File: config.mk
export PLATFORM = sky130hd
export DESIGN_NAME = counter_ctrl
export DESIGN_NICKNAME = d
export VERILOG_FILES = /design/src/rtl/counter_pkg.sv /design/src/rtl/counter_rr_arb.sv /design/src/rtl/counter_ctrl.sv
export SDC_FILE = /design/constraint.sdc
export NUM_CORES = 1
export LEC_CHECK = 0
export ABC_AREA = 1
export CORE_MARGIN = 4
export CORE_UTILIZATION = 54
export DETAILED_ROUTE_END_ITERATION = 8
export DONT_BUFFER_PORTS = 1
export PLACE_DENSITY = 0.68
export SLEW_MARGIN = 5
export SYNTH_ARGS = -nofsm -noshare
export SYNTH_HDL_FRONTEND = slang
export SYNTH_SLANG_ARGS = --single-unit
export TNS_END_PERCENT = 50
File: constraint.sdc
create_clock -name clk -period 1.9 [get_ports clk]
set_clock_uncertainty 0.15 [all_clocks]
set_input_delay 0.475 -clock clk [delete_from_list [all_inputs] [get_ports clk]]
set_output_delay 0.475 -clock clk [all_outputs]
set_load 0.02 [all_outputs]
File: src/rtl/counter_pkg.sv
// counter_pkg
// Shared types and helpers for the counter sequencer/arbiter slice.
//   ctrl_state_e  : sequencer FSM states (IDLE waits for a request, ISSUE
//                   drives the one-cycle ack/nack and inc/dec pulses)
//   CNT_W_DEFAULT : default counter width
//   N_REQ_DEFAULT : default number of requesting clients
//   sat_refuse()  : saturation verdict for one requested operation
package counter_pkg;

  typedef enum logic {
    CTRL_IDLE,
    CTRL_ISSUE
  } ctrl_state_e;

  localparam int CNT_W_DEFAULT = 8;
  localparam int N_REQ_DEFAULT = 4;

  // An operation is refused only when saturation is enabled and it would
  // wrap the counter: inc at all-ones or dec at zero.
  function automatic logic sat_refuse(input logic sat_en,
                                      input logic dir_inc,
                                      input logic at_max,
                                      input logic at_zero);
    return sat_en && ((dir_inc && at_max) || (!dir_inc && at_zero));
  endfunction

endpackage

File: src/rtl/counter_rr_arb.sv
// counter_rr_arb
// Combinational round-robin pick among the pending requests.
//   req     : per-client request vector
//   ptr     : index where the search starts (ascending, wrapping)
//   win_idx : index of the first requesting client found from ptr
//   valid   : at least one request is pending
module counter_rr_arb
  import counter_pkg::*;
#(
  parameter int N_REQ = N_REQ_DEFAULT,
  parameter int IDX_W = $clog2(N_REQ)
) (
  input  logic [N_REQ-1:0] req,
  input  logic [IDX_W-1:0] ptr,
  output logic [IDX_W-1:0] win_idx,
  output logic             valid
);

  // Walk the clients starting at ptr; the first hit wins, later hits are
  // ignored because valid is already set.
  always_comb begin : pick
    int cand;
    cand    = 0;
    win_idx = '0;
    valid   = 1'b0;
    for (int i = 0; i < N_REQ; i++) begin
      cand = int'(ptr) + i;
      if (cand >= N_REQ) cand = cand - N_REQ;
      if (!valid && req[cand[IDX_W-1:0]]) begin
        valid   = 1'b1;
        win_idx = IDX_W'(cand);
      end
    end
  end

endmodule

File: src/rtl/counter_ctrl.sv
// counter_ctrl
// Sequencer and round-robin arbiter in front of a shared inc/dec counter.
// One client is granted per two cycles; the granted operation is either
// issued to the counter (ack + inc/dec pulse) or refused when it would
// wrap the counter and SAT is set (nack).
//   clk, rst : clock and synchronous active-high reset
//   req, dir : per-client request and direction (1 = inc, 0 = dec)
//   ack,nack : one-hot one-cycle grant results
//   inc, dec : one-cycle pulses to the counter
//   cnt      : current counter value (feedback)
//   busy     : high during the cycle the result is issued
module counter_ctrl
  import counter_pkg::*;
#(
  parameter int N_REQ = N_REQ_DEFAULT,
  parameter int CNT_W = CNT_W_DEFAULT,
  parameter bit SAT   = 1'b1
) (
  input  logic             clk,
  input  logic             rst,
  input  logic [N_REQ-1:0] req,
  input  logic [N_REQ-1:0] dir,
  output logic [N_REQ-1:0] ack,
  output logic [N_REQ-1:0] nack,
  output logic             inc,
  output logic             dec,
  input  logic [CNT_W-1:0] cnt,
  output logic             busy
);

  localparam int IDX_W = $clog2(N_REQ);
  localparam logic [CNT_W-1:0] CNT_MAX = {CNT_W{1'b1}};

  ctrl_state_e      state_q, state_d;
  logic [IDX_W-1:0] ptr_q, ptr_d;
  logic [IDX_W-1:0] win_q, win_d;
  logic [N_REQ-1:0] ack_q, ack_d;
  logic [N_REQ-1:0] nack_q, nack_d;
  logic             inc_q, inc_d;
  logic             dec_q, dec_d;
  logic             busy_q, busy_d;

  logic [IDX_W-1:0] arb_win;
  logic             arb_valid;
  logic [N_REQ-1:0] grant_oh;
  logic             refuse;

  counter_rr_arb #(
    .N_REQ (N_REQ),
    .IDX_W (IDX_W)
  ) u_arb (
    .req     (req),
    .ptr     (ptr_q),
    .win_idx (arb_win),
    .valid   (arb_valid)
  );

  // The grant decision, the winner's direction and the saturation verdict
  // are all resolved in IDLE against the live cnt and captured directly in
  // the output flops, so ISSUE just presents them. Only the winner index is
  // kept separately because the pointer advances from it when ISSUE ends.
  always_comb begin
    state_d  = state_q;
    ptr_d    = ptr_q;
    win_d    = win_q;
    ack_d    = '0;
    nack_d   = '0;
    inc_d    = 1'b0;
    dec_d    = 1'b0;
    busy_d   = 1'b0;
    grant_oh = N_REQ'(1) << arb_win;
    refuse   = sat_refuse(SAT, dir[arb_win], cnt == CNT_MAX, cnt == '0);

    case (state_q)
      CTRL_IDLE: begin
        if (arb_valid) begin
          win_d   = arb_win;
          state_d = CTRL_ISSUE;
          busy_d  = 1'b1;
          if (refuse) begin
            nack_d = grant_oh;
          end else begin
            ack_d = grant_oh;
            inc_d = dir[arb_win];
            dec_d = !dir[arb_win];
          end
        end
      end
      CTRL_ISSUE: begin
        // req is not looked at here; the next search starts after the winner
        ptr_d   = (win_q == IDX_W'(N_REQ - 1)) ? '0 : win_q + 1'b1;
        state_d = CTRL_IDLE;
      end
      default: state_d = CTRL_IDLE;
    endcase
  end

  always_ff @(posedge clk) begin
    if (rst) begin
      state_q <= CTRL_IDLE;
      ptr_q   <= '0;
      win_q   <= '0;
      ack_q   <= '0;
      nack_q  <= '0;
      inc_q   <= 1'b0;
      dec_q   <= 1'b0;
      busy_q  <= 1'b0;
    end else begin
      state_q <= state_d;
      ptr_q   <= ptr_d;
      win_q   <= win_d;
      ack_q   <= ack_d;
      nack_q  <= nack_d;
      inc_q   <= inc_d;
      dec_q   <= dec_d;
      busy_q  <= busy_d;
    end
  end

  assign ack  = ack_q;
  assign nack = nack_q;
  assign inc  = inc_q;
  assign dec  = dec_q;
  assign busy = busy_q;

endmodule

==> flow_metrics.py, run 1 <==
metrics = {
    "status": {
        "outcome": "finished, violations left",
        "violations": "setup timing",
    },
    "cells_and_area": {
        "num-nets-final": 179,
        "area_delta_synth_final_pct": 44.48,
        "final_area_mm2": 0.001244,
        "layout-drive-gt1-share_pct": 50.31,
        "layout.cells.non_filler": 175,
        "n_antenna_cell": 0,
        "utilization_pct": 82.56,
    },
    "yosys": {
        "yosysWarnings": 0,
        "synthArstFlopShare_pct": 0,
        "synthFlopType": "dfxtp_1",
        "synth-seq-cells": 15,
        "synthAdderAreaFrac_pct": 1.453,
        "yosysTopAreaCell": "dfxtp_1",
        "netlist_top_cells_count": "nand2_1 (51), dfxtp_1 (15), inv_1 (14), nor2_1 (9)",
        "synth.distinct_cells": 18,
        "ys_seq_area_share_pct": 34.88,
        "synthCells": 132,
        "syn-num-nets": 151,
        "synth_top_family_by_area": "simple AND/OR/NAND/NOR gates",
        "synth_xor_area_share_pct": 0,
        "synthMostInstantiatedCell": "nand2_1",
        "syn_area_per_cell_um2": 6.521,
        "yosys.area_share.simple_pct": 49.71,
        "netlist_area_um2": 860.8,
        "synth_compound_area_share_pct": 5.233,
        "synth_edf_count": 0,
        "synthTopCellsByArea": "dfxtp_1 (35%), nand2_1 (22%), inv_1 (6.1%)",
        "synth_mux_area_share_pct": 0,
        "yosys.area.top_type_share_pct": 34.88,
    },
    "grt": {
        "grt_pass1_wl_um": 3180,
        "grt_start_max_net_pins": 10,
        "grt_pass1_vias": 799,
        "antenna_found_initial": 0,
        "grt.overflow.total": 0,
        "track_usage_pct": 19.38,
    },
    "job": {
        "maxCapViolCount": 0,
    },
    "clock_network": {
        "hold_buffers": 0,
        "htreeDepth": 1,
        "cts_tree": "yes",
        "clockRootBuffer": "clkbuf_4",
        "clkLatencyLatePin_ns": 0.28,
        "cts.clk_slew.worst_paths_ns": 0.09,
        "clockBufferDepth": 2,
        "cts_buffers": 3,
        "clock_sinks": 15,
    },
    "placement": {
        "gp_congestion": 0.8711,
        "io_buffers": 0,
        "dpl_cell_area_um2": 982.2,
        "dp_hpwl_um": 1518,
        "place_inst": 162,
    },
    "power": {
        "ir_drop_v": 0.0009305,
        "p_total_mw": 1.548,
        "p_int_mw": 0.8503,
        "pwr-share-comb_pct": 58.3,
        "power.density_mw_per_mm2": 1244,
        "sw_frac_of_total_pct": 45.05,
        "power.leakage_nw": 0.6378,
        "pwr-share-clk_pct": 11.5,
        "p_sw_mw": 0.6972,
        "p_seq_share_pct": 30.2,
    },
    "sta": {
        "drv_slew": 0,
        "finalHoldViolations": 0,
        "tns_ns": -0.6204,
        "fin_crit_sh_pct": 104.3,
        "max_slew_margin_pct": 55.77,
        "max_freq_mhz": 504.6,
        "setup_ws_ns": -0.08159,
        "worstMarginPinSlew_ns": 0.6573,
        "rsz0062_at_grt": "true",
        "min_period_ns": 1.982,
        "setup_viol": 10,
    },
    "floorplanning": {
        "dieWidth_um": 47.93,
        "dieArea_mm2": 0.002297,
        "io_pins": 29,
        "die_h_um": 47.93,
        "initial_core_util_pct": 57.14,
        "core_area_mm2": 0.001506,
        "num_rows": 14,
    },
    "setup_path": {
        "setup.worst_path.class": "reg -> reg",
        "critPathMaxFanout": 5,
        "critPathRequiredTime_ns": 1.94,
        "arrival_ns": 2.02,
        "r2r_cells": 14,
        "cp-start-kind": "flop",
        "end_kind": "flop",
    },
    "detailed_routing": {
        "drc_errors": 0,
        "via_per_inst": 5.623,
        "vias": 984,
        "first_pass_iters": 4,
        "wl_per_cell_um": 14.22,
        "routed_wl_um": 2489,
        "drtIter0Drc": 19,
        "ant_nets": 0,
    },
    "hold_path": {
        "min_path_type": "in -> reg",
        "whs_path_depth": 1,
    },
}
==> critical path, cell delays in order, from the launching register on <==
cell     delay [ns]
dfxtp_4        0.39
buf_6          0.11
nand2_1        0.08
nand3_2        0.10
nand2_2        0.08
nor2_4         0.19
nand3_4        0.12
nand3_2        0.10
nand2_1        0.06
nand2_1        0.08
nand2_2        0.09
nand2_4        0.11
nand2_4        0.05
nand3_4        0.12
nor2_1         0.05
==> registers in the layout, indices dropped and copies added (netlist names) <==
| register | flops |
|---|---|
| ack | 4 |
| nack | 4 |
| ptr_q | 2 |
| win_q | 2 |
| dec | 1 |
| inc | 1 |
| state_q | 1 |
==> area by class of cell <==
type / instances / area (um^2)
Multi-Input combinational cell: 99 / 635.6
Sequential cell: 15 / 304.0
Fill cell: 87 / 262.8
Timing Repair Buffer: 24 / 187.7
Inverter: 17 / 68.82
Clock buffer: 3 / 22.52
Tap cell: 16 / 20.02
Clock inverter: 1 / 5.005
==> per-stage QoR <==
step                worst slack, ns  hold WS (ns)
CTS                       0.0005167       0.09427
global placement           -0.04772        0.3141
floorplan                   0.07116        0.3017
global route                -0.1729       0.07661
finish                     -0.08159       0.09315
detailed placement          -0.1391        0.3190
==> placed cells by master (no fill, tap or decap) <==
cell type	synthesis	routed
o21ai_0	3	3
nand2_4	0	7
inv_2	3	5
o21ai_2	0	1
a21oi_1	3	2
buf_4	0	22
nor2_1	9	8
nand3_4	0	3
dfxtp_1	15	14
nand3_2	5	7
ha_1	1	1
nand2_2	8	24
inv_6	0	1
buf_6	1	2
inv_1	14	11
clkinv_2	0	1
nor2_4	1	1
clkbuf_4	0	3
nand3b_1	1	1
nand3_1	8	3
a21oi_2	0	1
dfxtp_4	0	1
nand2_1	51	28
nand4_1	4	4
nor2_2	0	1
nor4_1	3	3
o211a_1	1	1
==> logic make-up after synthesis <==
family	after synthesis
compound gates	8
fa+ha+maj	1
buf+inv	18
flops	15
simple gates	90
==> timing repair <==
item                       4_1_cts  5_1_grt
pin swaps                        8       19
gates resized for setup          8       42
setup endpoints to repair       10       12
buffers inserted                 6        3
==> layer usage <==
layer | global-route usage (%) | vias up | part of all wire (%)
met5 | 0 | - | 0
met4 | 3.226 | 0 | 1.8
met3 | 8.647 | 6 | 7.1
met2 | 29.82 | 42 | 52
met1 | 25.33 | 460 | 39
li1 | - | 476 | -
==> power groups by stage <==
stage          Clock (mW)  Sequential [mW]  Combinational [mW]
6_report            0.178            0.467               0.902
3_3_place_gp            0            0.471               0.575
5_1_grt             0.195            0.477               0.977
4_1_cts             0.181            0.465               0.691
3_5_place_dp            0            0.473               0.592
2_1_floorplan           0            0.463               0.396
==> path summary, 6_finish.rpt <==
| check | startpoint | to | slack (ns) |
|---|---|---|---|
| max | ptr_q[0]$_SDFFE_PP0P_ | ack[3]$_SDFF_PP0_ | -0.08 |
| min | rst | win_q[0]$_SDFFE_PP0P_ | 0.09 |
| max reg2reg | ptr_q[0]$_SDFFE_PP0P_ | ack[3]$_SDFF_PP0_ | -0.08 |
| min reg2reg | win_q[0]$_SDFFE_PP0P_ | win_q[0]$_SDFFE_PP0P_ | 0.35 |
(Power assumes the default switching activity.)
==> inputs of run 2 (changes only) <==
Settings changed: PLACE_DENSITY 0.68 to 0.72, REMOVE_ABC_BUFFERS from default to 1.
==> flow_metrics.py, run 2 (synthesis gave the netlist of run 1 again) <==
metrics = {
    "sta": {
        "rsz0062_at_grt": "true",
        "min_period_ns": 2.101,
        "worstMarginPinSlew_ns": 0.6620,
        "fin_crit_sh_pct": 110.6,
        "max_slew_margin_pct": 55.46,
        "finalHoldViolations": 0,
        "setup_viol": 11,
        "max_freq_mhz": 475.9,
        "drv_slew": 0,
        "setup_ws_ns": -0.2013,
    },
    "clock_network": {
        "clockRootBuffer": "clkbuf_4",
        "cts_buffers": 3,
        "clockBufferDepth": 2,
        "cts_tree": "yes",
        "clock_sinks": 15,
        "clkLatencyLatePin_ns": 0.29,
        "hold_buffers": 0,
        "htreeDepth": 1,
        "cts.clk_slew.worst_paths_ns": 0.09,
    },
    "status": {
        "outcome": "finished, violations left",
        "violations": "setup timing",
    },
    "placement": {
        "gp_congestion": 0.8026,
        "place_inst": 160,
        "io_buffers": 0,
        "dp_hpwl_um": 1540,
    },
    "detailed_routing": {
        "ant_nets": 0,
        "wl_per_cell_um": 18.06,
        "routed_wl_um": 3161,
        "drtIter0Drc": 59,
        "first_pass_iters": 5,
        "via_per_inst": 6.194,
        "drc_errors": 0,
        "vias": 1084,
    },
    "setup_path": {
        "cp-start-kind": "flop",
        "critPathRequiredTime_ns": 1.94,
        "cp_num_cells": 14,
        "setup.worst_path.class": "reg -> reg",
        "cp_common_cell": "nand2_4",
        "worstPathCellList": "inv_6 > nand2_1 > nand3_1 > nand2_4 > nor2_4 > nand3_1 > nand3_2 > nand2_4 > inv_4 > nand2_4 > nand2_4 > nand2_4 > nand3_4 > nor2_1",
        "r2r_cells": 14,
        "end_kind": "flop",
        "critPathMaxFanout": 8,
        "critPathBufInv": 2,
        "cpLargestDelayFamily": "simple AND/OR/NAND/NOR gates",
        "critPathSlowestCell": "dfxtp_4",
        "arrival_ns": 2.14,
        "crit_path_max_incr_delay_ns": 0.40,
    },
    "power": {
        "p_total_mw": 1.652,
        "power.density_mw_per_mm2": 1293,
        "ir_drop_v": 0.0008851,
        "power.leakage_nw": 0.6375,
    },
    "floorplanning": {
        "io_pins": 29,
        "die_h_um": 47.93,
        "dieArea_mm2": 0.002297,
        "dieWidth_um": 47.93,
        "core_area_mm2": 0.001506,
        "initial_core_util_pct": 57.14,
        "num_rows": 14,
    },
    "cells_and_area": {
        "n_antenna_cell": 0,
        "final_cell_mix": "nand2_1 (28), nand2_2 (22), buf_4 (20)",
        "layout.cells.non_filler": 175,
        "layout-drive-gt1-share_pct": 50.94,
        "area_delta_synth_final_pct": 48.40,
        "final_common_cell": "nand2_1",
        "num-nets-final": 179,
    },
    "grt": {
        "antenna_found_initial": 0,
        "grt.overflow.total": 0,
        "track_usage_pct": 23.00,
        "grt_pass1_wl_um": 3753,
        "grt_start_max_net_pins": 10,
        "grt_pass1_vias": 938,
    },
    "hold_path": {
        "min_path_type": "in -> reg",
        "whs_path_depth": 1,
    },
    "job": {
        "maxCapViolCount": 0,
    },
}
==> run 2: cell counts in the layout (fill, tap and decap cells not counted) <==
Identical to the previous run, type by type.
==> run 2: worst paths after layout <==
| check | startpoint | end | slack (ns) |
|---|---|---|---|
| max reg2reg | ptr_q[0]$_SDFFE_PP0P_ | ack[1]$_SDFF_PP0_ | -0.20 |
| min reg2reg | win_q[0]$_SDFFE_PP0P_ | win_q[0]$_SDFFE_PP0P_ | 0.39 |
| min | rst | win_q[0]$_SDFFE_PP0P_ | 0.08 |
| max | ptr_q[0]$_SDFFE_PP0P_ | ack[1]$_SDFF_PP0_ | -0.20 |
==> run 2: per-stage QoR <==
step	util (%)	setup WS [ns]	TNS, ns	area, um^2	hold WS (ns)
2_1_floorplan	-	-0.006101	-0.03050	849.6	0.3017
3_3_place_gp	64.20	-0.02756	-0.1628	967.2	0.3125
3_5_place_dp	64.20	-0.1549	-1.301	967.2	0.3253
4_1_cts	75.33	-0.04987	-0.4126	1135	0.09904
5_1_grt	84.80	-0.2914	-2.679	1277	0.07351
6_report	84.80	-0.2013	-1.600	1277	0.08410
==> run 2: timing repair <==
| item | CTS | global route |
|---|---|---|
| resized for setup | 25 | 35 |
| endpoints found under the setup margin | 11 | 13 |
| pin swaps | 14 | 25 |
| endpoints found under the hold margin | 0 | 0 |
| setup buffers | 9 | 2 |
==> run 2: worst reg2reg max path, cell delays in order, from the launching register on <==
cell	delay (ns)
dfxtp_4	0.40
inv_6	0.09
nand2_1	0.10
nand3_1	0.17
nand2_4	0.09
nor2_4	0.17
nand3_1	0.13
nand3_2	0.12
nand2_4	0.08
inv_4	0.08
nand2_4	0.07
nand2_4	0.10
nand2_4	0.06
nand3_4	0.12
nor2_1	0.07
==> run 2: cell type report <==
cell class | instances | area, um^2
clock buffer | 3 | 22.52
timing repair buffer | 24 | 195.2
sequential | 15 | 305.3
inverter | 17 | 71.32
clock inverter | 1 | 5.005
multi-input combinational | 99 | 658.1
fill | 75 | 229.0
tap | 16 | 20.02
==> run 2: layer usage <==
metal | vias to the layer above | share of wire, % | global-route usage, %
met5 | - | 0 | 0
met4 | 0 | 5.4 | 11.83
met1 | 493 | 36 | 26.16
li1 | 479 | - | -
met2 | 85 | 48 | 38.26
met3 | 27 | 11 | 7.143
==> run 2: power breakdown <==
group	switching, mW	internal [mW]	total [mW]
Combinational	0.576	0.409	0.986
Sequential	0.0984	0.380	0.478
Clock	0.110	0.0784	0.188
Total	0.784	0.868	1.65
